==> src/rtl/pci_reg_arb.sv <==
// pci_reg_arb: four-requester arbiter onto one shared register port.
// Define PCI_REG_ARB_RR_EN for round-robin; default is fixed priority (0 highest).
module pci_reg_arb #(
  parameter int ADDR_W   = 8,
  parameter int DATA_W   = 32,
  parameter int WAIT_CYC = 2
) (
  input  logic                  clk,
  input  logic                  rst,
  input  logic [3:0]            pci_req,
  input  logic [3:0]            pci_wr,
  input  logic [4*ADDR_W-1:0]   pci_addr,
  input  logic [4*DATA_W-1:0]   pci_wdata,
  output logic [3:0]            pci_ack,
  output logic [DATA_W-1:0]     pci_rdata,
  output logic                  reg_sel,
  output logic                  reg_wr,
  output logic [ADDR_W-1:0]     reg_addr,
  output logic [DATA_W-1:0]     reg_wdata,
  input  logic [DATA_W-1:0]     reg_rdata
);

  typedef enum logic [1:0] {
    IDLE,
    ACCESS,
    ACK
  } state_t;

  localparam logic [3:0] CNT_INIT = 4'(WAIT_CYC - 1);

  state_t              state_q, state_d;
  logic [1:0]          g_q, g_d;
  logic [3:0]          cnt_q, cnt_d;
  logic [3:0]          ack_q, ack_d;
  logic [DATA_W-1:0]   rdata_q, rdata_d;
  logic                sel_q, sel_d;
  logic                wr_q, wr_d;
  logic [ADDR_W-1:0]   addr_q, addr_d;
  logic [DATA_W-1:0]   wdata_q, wdata_d;

  logic [1:0]          win;
  logic                win_vld;

`ifdef PCI_REG_ARB_RR_EN
  logic [1:0] ptr_q, ptr_d;
  logic [1:0] idx;

  // Round-robin search starting at the pointer; lowest offset wins.
  always_comb begin
    win     = ptr_q;
    win_vld = 1'b0;
    idx     = ptr_q;
    for (int k = 3; k >= 0; k--) begin
      idx = ptr_q + 2'(k);
      if (pci_req[idx]) begin
        win     = idx;
        win_vld = 1'b1;
      end
    end
  end
`else
  // Fixed priority: lowest requester index wins.
  always_comb begin
    win     = 2'd0;
    win_vld = 1'b0;
    for (int k = 3; k >= 0; k--) begin
      if (pci_req[k]) begin
        win     = 2'(k);
        win_vld = 1'b1;
      end
    end
  end
`endif

  // Next-state and registered-output logic for the access sequencer.
  always_comb begin
    state_d = state_q;
    g_d     = g_q;
    cnt_d   = cnt_q;
    ack_d   = 4'b0000;
    rdata_d = rdata_q;
    sel_d   = sel_q;
    wr_d    = wr_q;
    addr_d  = addr_q;
    wdata_d = wdata_q;
`ifdef PCI_REG_ARB_RR_EN
    ptr_d   = ptr_q;
`endif
    unique case (state_q)
      IDLE: begin
        if (win_vld) begin
          g_d     = win;
          wr_d    = pci_wr[win];
          addr_d  = pci_addr[int'(win)*ADDR_W +: ADDR_W];
          wdata_d = pci_wdata[int'(win)*DATA_W +: DATA_W];
          sel_d   = 1'b1;
          cnt_d   = CNT_INIT;
          state_d = ACCESS;
`ifdef PCI_REG_ARB_RR_EN
          ptr_d   = win + 2'd1;
`endif
        end
      end
      ACCESS: begin
        if (cnt_q == 4'd0) begin
          if (!wr_q) rdata_d = reg_rdata;
          sel_d   = 1'b0;
          wr_d    = 1'b0;
          ack_d   = 4'b0001 << g_q;
          state_d = ACK;
        end else begin
          cnt_d = cnt_q - 4'd1;
        end
      end
      ACK: begin
        state_d = IDLE;
      end
      default: begin
        state_d = IDLE;
      end
    endcase
  end

  // State and output registers, cleared asynchronously.
  always_ff @(posedge clk or posedge rst) begin
    if (rst) begin
      state_q <= IDLE;
      g_q     <= 2'd0;
      cnt_q   <= 4'd0;
      ack_q   <= 4'b0000;
      rdata_q <= '0;
      sel_q   <= 1'b0;
      wr_q    <= 1'b0;
      addr_q  <= '0;
      wdata_q <= '0;
    end else begin
      state_q <= state_d;
      g_q     <= g_d;
      cnt_q   <= cnt_d;
      ack_q   <= ack_d;
      rdata_q <= rdata_d;
      sel_q   <= sel_d;
      wr_q    <= wr_d;
      addr_q  <= addr_d;
      wdata_q <= wdata_d;
    end
  end

`ifdef PCI_REG_ARB_RR_EN
  // Priority pointer register.
  always_ff @(posedge clk or posedge rst) begin
    if (rst) ptr_q <= 2'd0;
    else     ptr_q <= ptr_d;
  end
`endif

  assign pci_ack   = ack_q;
  assign pci_rdata = rdata_q;
  assign reg_sel   = sel_q;
  assign reg_wr    = wr_q;
  assign reg_addr  = addr_q;
  assign reg_wdata = wdata_q;

endmodule

==> config.mk <==
export PLATFORM = sky130hd
export DESIGN_NAME = pci_reg_arb
export DESIGN_NICKNAME = d
export VERILOG_FILES = /design/src/rtl/pci_reg_arb.sv
export SDC_FILE = /design/constraint.sdc
export NUM_CORES = 1
export LEC_CHECK = 0
export BUFFER_PORTS_ARGS = -buffer_cell sky130_fd_sc_hd__buf_4
export CELL_PAD_IN_SITES_DETAIL_PLACEMENT = 1
export CELL_PAD_IN_SITES_GLOBAL_PLACEMENT = 1
export CORE_MARGIN = 2
export CORE_UTILIZATION = 31
export CTS_CLUSTER_SIZE = 16
export DETAILED_ROUTE_END_ITERATION = 8
export PLACE_DENSITY = 0.91
export REMOVE_ABC_BUFFERS = 1
export SYNTH_ARGS = -nofsm -noshare
export SYNTH_HDL_FRONTEND = slang
export SYNTH_SLANG_ARGS = --single-unit
==> constraint.sdc <==
create_clock -name clk -period 3.26 [get_ports clk]
set_input_delay 0.163 -clock clk [delete_from_list [all_inputs] [get_ports clk]]
set_output_delay 0.163 -clock clk [all_outputs]
set_load 0.02 [all_outputs]
# Yosys cells after proc, flatten, opt, wreduce, memory -nomap -nowiden
# Cells that the tools add are included.
# Widths: inputs -> output; s select.
# op_classes
addsub,1
magnitude_cmp,1
eq_ne,4
shifts,3
muxes,23
bitwise_logic,1
n_reduce_logical,8
# ops
cell,count
$shiftx 128x8->32,1
$shiftx 32x6->8,1
$mux 4,4
$mux 2,6
$reduce_and 3->1,3
$mux 1,8
$pmux 4 s2,1
$ne 2x2->1 const B,3
$logic_not 4->1,1
$pmux 1 s2,2
$pmux 2 s2,1
$reduce_and 2->1,2
$shl 1x2->4 const A,1
$sub 4x1->4 const B,1
$lt 2x3->1 const B,1
$bmux 1 s2,1
$eq 2x1->1 const B,1
$logic_not 2->1,1
$reduce_bool 2->1,1
$not 1->1,1
# word_totals
register_bits,86
inputBits,202
output_inout_bits,78
wordCells,50

# Longest topological paths before layout
# depth
depth_word,8
ltp_mapped,8
mapped_depth_nobuf,7

# Worst setup path after synthesis
# No wires, ideal clock.
# synth_timing
path_kind,reg2reg
from,register cnt_q[0]
to,"register rdata_q[20], in the netlist pci_rdata[20]"
setup_ns,0.125
t_arrival_ns,1.785
required_time_ns,3.135
path_slack_ns,1.350
path_stages_with_launch,8
path_buffers,1
period_less_slack_ns,1.910
path_cell_list,dfrtp_1 > inv_1 > ha_1 > or3b_1 > nand2b_4 > nor2_4 > buf_4 > mux2_2
# synth_via
elab_chain_cells,2
# synth_lines
element,line_no,text
from (decl),33,"logic [3:0] cnt_q, cnt_d;"
from (signal assigned),139,cnt_q <= cnt_d;
$logic_not 4->1,105,if (cnt_q == 4'd0) begin
$reduce_and 3->1 (no line),-,
to (signal assigned),141,rdata_q <= rdata_d;
to (decl),35,"logic [DATA_W-1:0] rdata_q, rdata_d;"
# No other way between the ends.
# A chain may end at the register's enable or synchronous reset.

# Worst setup path after layout
# Same ends and word-level chain as after synthesis.

==> reports/results.env <==
PLACEMENT_ROWS=44
RUN_STATUS='complete, no violations'
MAIN_COMBINATIONAL_CELL_FAMILY_BY_AREA_AFTER_SYNTHESIS='compound AO/OA/AOI/OAI gates'
NUMBER_OF_DIFFERENT_LIBRARY_CELLS_IN_THE_POST_SYNTHESIS_NETLIST=32
HOLD_PATH.CLASS='input pin to register'
ROUTE.ANTENNA.REMAINING_NETS=0
NUMBER_OF_ANTENNA_VIOLATIONS_AT_THE_FIRST_CHECK_IN_GLOBAL_ROUTING=0
CLOCK-ROOT-BUFFER='sky130_fd_sc_hd__clkbuf_16'
CTS_REPAIR_RESIZE_COUNT=0
ARRIVAL_NS=2.72
PLACE.DETAILED.HPWL_UM=13300
FLOW.AREA_GROWTH_FROM_SYNTHESIS_PCT=53.9
RSZ0062_AT_GRT='no'
YOSYSWARNINGCOUNT=0
WORSTSETUPSTARTPOINTTYPE='register'
NUMCTSBUFFERS=9
CELL_WITH_THE_MOST_INSTANCES_AFTER_SYNTHESIS='sky130_fd_sc_hd__dfrtp_1'
FINISH.INSTANCE_AREA_UM2=7220
YS_SEQ_AREA_SHARE_PCT=45.9
LAYOUT.AREA.SEQ_UM2=2150
SYNTH.LARGEST_AREA_CELL='sky130_fd_sc_hd__dfrtp_1'
ROUTE.DETAILED.DRC=0
INSERTION_DELAY_NS=0.34
WORSTMARGINPINSLEW_NS=1.05
GROUTE.USAGE.OVERALL_PCT=22.0
FINISH.NET_COUNT=912
DETAILROUTE.VIA_COUNT=4914
MULTI_INPUT_AREA_UM2=2300
PLACE_CONGESTION=0.832
POST_SYNTHESIS_SEQUENTIAL_ELEMENT_COUNT=86
SETUP_VIOL_COUNT_FINAL=0
TOTAL_DETAILED_ROUTING_WIRELENGTH_UM=18000
GRT_PASS1_VIAS=5403
FINAL_LAYOUT_SIZE_SUFFIX_GT1_SHARE_PCT=48.1
SLOWEST_DELAY_NS=0.68
DPL_CELL_AREA_UM2=6860
VDD_DROP_MAX_mV=0.454
HOLD_VIOLATIONS=0
GRT_FIRST_PASS_WIRELENGTH_UM=28100
P_LEAK_nW=3.21
CLKSINKCOUNT=86
VIAS_PER_CELL=5.48
DIE_AREA_UM2=16100
SYNTH_LARGEST_TYPE_AREA_FRACTION_PCT=45.9
TIMING.REG2REG.WORST_PATH_DEPTH=6
YS_TOP_CELLS_BY_AREA='sky130_fd_sc_hd__dfrtp_1 (46%), sky130_fd_sc_hd__mux2_2 (7.9%), sky130_fd_sc_hd__a221oi_1 (7.5%)'
DP_SLACK_NS=0.742
WORSTPATHCELLLIST='inv_1 -> ha_1 -> or3b_1 -> nand2b_4 -> nor2_4 -> mux2_2'
SYNTH_EDF_COUNT=0
YOSYS.AREA_SHARE.SIMPLE_PCT=12.1
DRTPASS1ITERATIONS=4
ROUTE.DETAILED.WL_PER_INST_UM=20.1
SYNTH_CELLS=455
CRIT_PATH_TOP_DELAY_CELL='sky130_fd_sc_hd__nor2_4'
SYNTH_AREA_UM2=4690
NUMBER_OF_MAXIMUM_CAPACITANCE_VIOLATIONS=0
AVGSYNTHCELLAREA_UM2=10.3
SYNTH_XOR_XNOR_AREA_SHARE_PCT=0.374
ENDPOINT_KIND_OF_THE_WORST_SETUP_TIMING_PATH='register'
POST_CTS_CLOCK_SLEW_AT_THE_LAUNCH_AND_CAPTURE_REGISTERS_OF_THE_WORST_SETUP_AND_HOLD_PATHS_NS=0.06
YOSYS.AREA_SHARE.ADDER_PCT=0.534
PWR_DENSITY_CELL_nW_PER_UM2=836
I_O_PINS=280
PLACEMENT.IO_BUFFERS=279
ANTENNA-DIODE-COUNT=0
SYNTH_TOP_FLOP_CELL='sky130_fd_sc_hd__dfrtp_1'
CTS_TREE='yes'
SYNTHMUXAREASHARE_PCT=8.17
FINAL_MAX_SLEW_VIOL_COUNT=0
YOSYS-TOP-CELLS-COUNT='sky130_fd_sc_hd__dfrtp_1 (86), sky130_fd_sc_hd__nor2_1 (46), sky130_fd_sc_hd__nor2b_1 (43), sky130_fd_sc_hd__o21a_1 (43)'
TIMING.FINAL.CRIT_SHARE_PCT=76.6
SYNTH-COMPOUND-AREA-SHARE_PCT=27.5
PERIOD_MINUS_SLACK_NS=2.50
FMAX_GHz=0.400
ASYNCSETRESETFLOPFRACSYNTH_PCT=100
CTS_POST_SETUP_BUFFERS_INSERTED=0
HTREE_LEVELS=3
CHIPWIDTH_UM=127
NFILLCELLS=1627
TIMING.MAX_SLEW.REL_SLACK_PCT=29.7
GLOBALROUTE.TOTALOVERFLOW=0
DIE-HEIGHT_UM=127
POSTLAYOUTSETUPSLACKWORST_NS=0.762
WORSTPATHMAXFANOUT=32
STARTING_DENSITY_OF_THE_CORE_PCT=32.0
CRIT_REQUIRED_NS=3.49
WORST_HOLD_PATH.NUM_CELLS=2
FINCLKSKEW_NS=0.0108
CRITICALPATHCATEGORY='register to register'
GRT_MAX_DEGREE=79
PLACEABLECOREAREA_UM2=14600
DR.FIRST_ITER.DRC_COUNT=123
CTS.PATH.MAX_BUFFERS=2
TOTALNEGATIVESETUPSLACK_NS=0
## path summary, 6_finish.rpt
kind | slack [ns] | end | start
max in group asynchronous | 2.05 | reg_wdata[18] | rst
max | 0.76 | pci_rdata[20] | cnt_q[0]
max reg2reg | 0.76 | pci_rdata[20] | cnt_q[0]
min in group asynchronous | 0.40 | pci_rdata[19] | rst
min | 0.03 | pci_rdata[24] | reg_rdata[24]
min reg2reg | 0.49 | reg_wdata[3] | reg_wdata[3]
## stage by stage
| step | util [%] | hold slack, ns | power (mW) | instances |
|---|---|---|---|---|
| CTS | 49.3 | 0.0209 | 6.11 | 897 |
| floorplan | - | 0.298 | 3.51 | 410 |
| detailed placement | 46.9 | 0.214 | 4.91 | 880 |
| global route | 49.3 | 0.0278 | 6.38 | 897 |
| global placement | 46.9 | 0.192 | 4.75 | 880 |
| finish | 49.3 | 0.0347 | 6.03 | 897 |
## layer usage
metal	global-route usage (%)	wire [µm]
met5	0	0
met4	8.99	377
met3	6.11	1460
met2	40.4	9510
met1	23.8	6670
## what timing repair did
action | CTS | global route
setup endpoints to repair | 0 | 0
hold endpoints to repair | 27 | 0
hold buffers | 1 | 0
## cell type report
class	instances	share of cell area, %
Inverter	5	0.277
Clock buffer	12	3.69
Sequential cell	86	29.8
Tap cell	184	3.19
Clock inverter	4	1.08
Multi-Input combinational cell	319	31.9
Timing Repair Buffer	287	30.1
## logic make-up after synthesis
group,count (synthesis)
compound gates,170
fa+ha+maj,2
simple gates,111
xor+xnor,2
flops,86
mux,34
buf+inv,50
## worst max-delay path: cells and delay by family, from the launching register on
kind,cells,cell delay (ns)
and+or+nand+nor,3,1.29
muxes,1,0.42
DFF,1,0.39
adders and majority gates,1,0.16
buffers and inverters,1,0.12
## state kept, by name, summed over array words and instances, names as in the netlist
register   cells
reg_addr       8
reg_wdata     32
cnt_q          4
g_q            2
reg_sel        1
state_q        2
reg_wr         1
pci_rdata     32
pci_ack        4
## cell usage in the layout, fill, tap and decap left out, types with 2 or more instances in the layout
cell type,synthesis,final
sky130_fd_sc_hd__buf_4,3,285
sky130_fd_sc_hd__dfrtp_1,86,86
sky130_fd_sc_hd__nor2_1,46,46
sky130_fd_sc_hd__o21a_1,43,43
sky130_fd_sc_hd__nor2b_1,43,41
sky130_fd_sc_hd__a21oi_1,40,40
sky130_fd_sc_hd__a221oi_1,40,40
sky130_fd_sc_hd__o221ai_1,40,40
sky130_fd_sc_hd__mux2_2,33,33
sky130_fd_sc_hd__clkbuf_16,0,9
sky130_fd_sc_hd__nand2_1,6,6
sky130_fd_sc_hd__nand3_1,5,5
sky130_fd_sc_hd__nor3_1,4,4
sky130_fd_sc_hd__inv_1,4,3
sky130_fd_sc_hd__o21ai_0,3,3
sky130_fd_sc_hd__clkbuf_8,0,3
sky130_fd_sc_hd__nor2b_4,0,2
sky130_fd_sc_hd__xor2_1,2,2
sky130_fd_sc_hd__ha_1,2,2
sky130_fd_sc_hd__bufinv_16,0,2
sky130_fd_sc_hd__clkinv_4,0,2
## report_power, final
part           switching (mW)  total (mW)  internal (mW)
Sequential              0.326        1.91           1.59
Combinational            1.55        2.95           1.41
Clock                   0.428        1.17          0.737
(Power assumes the default switching activity.)
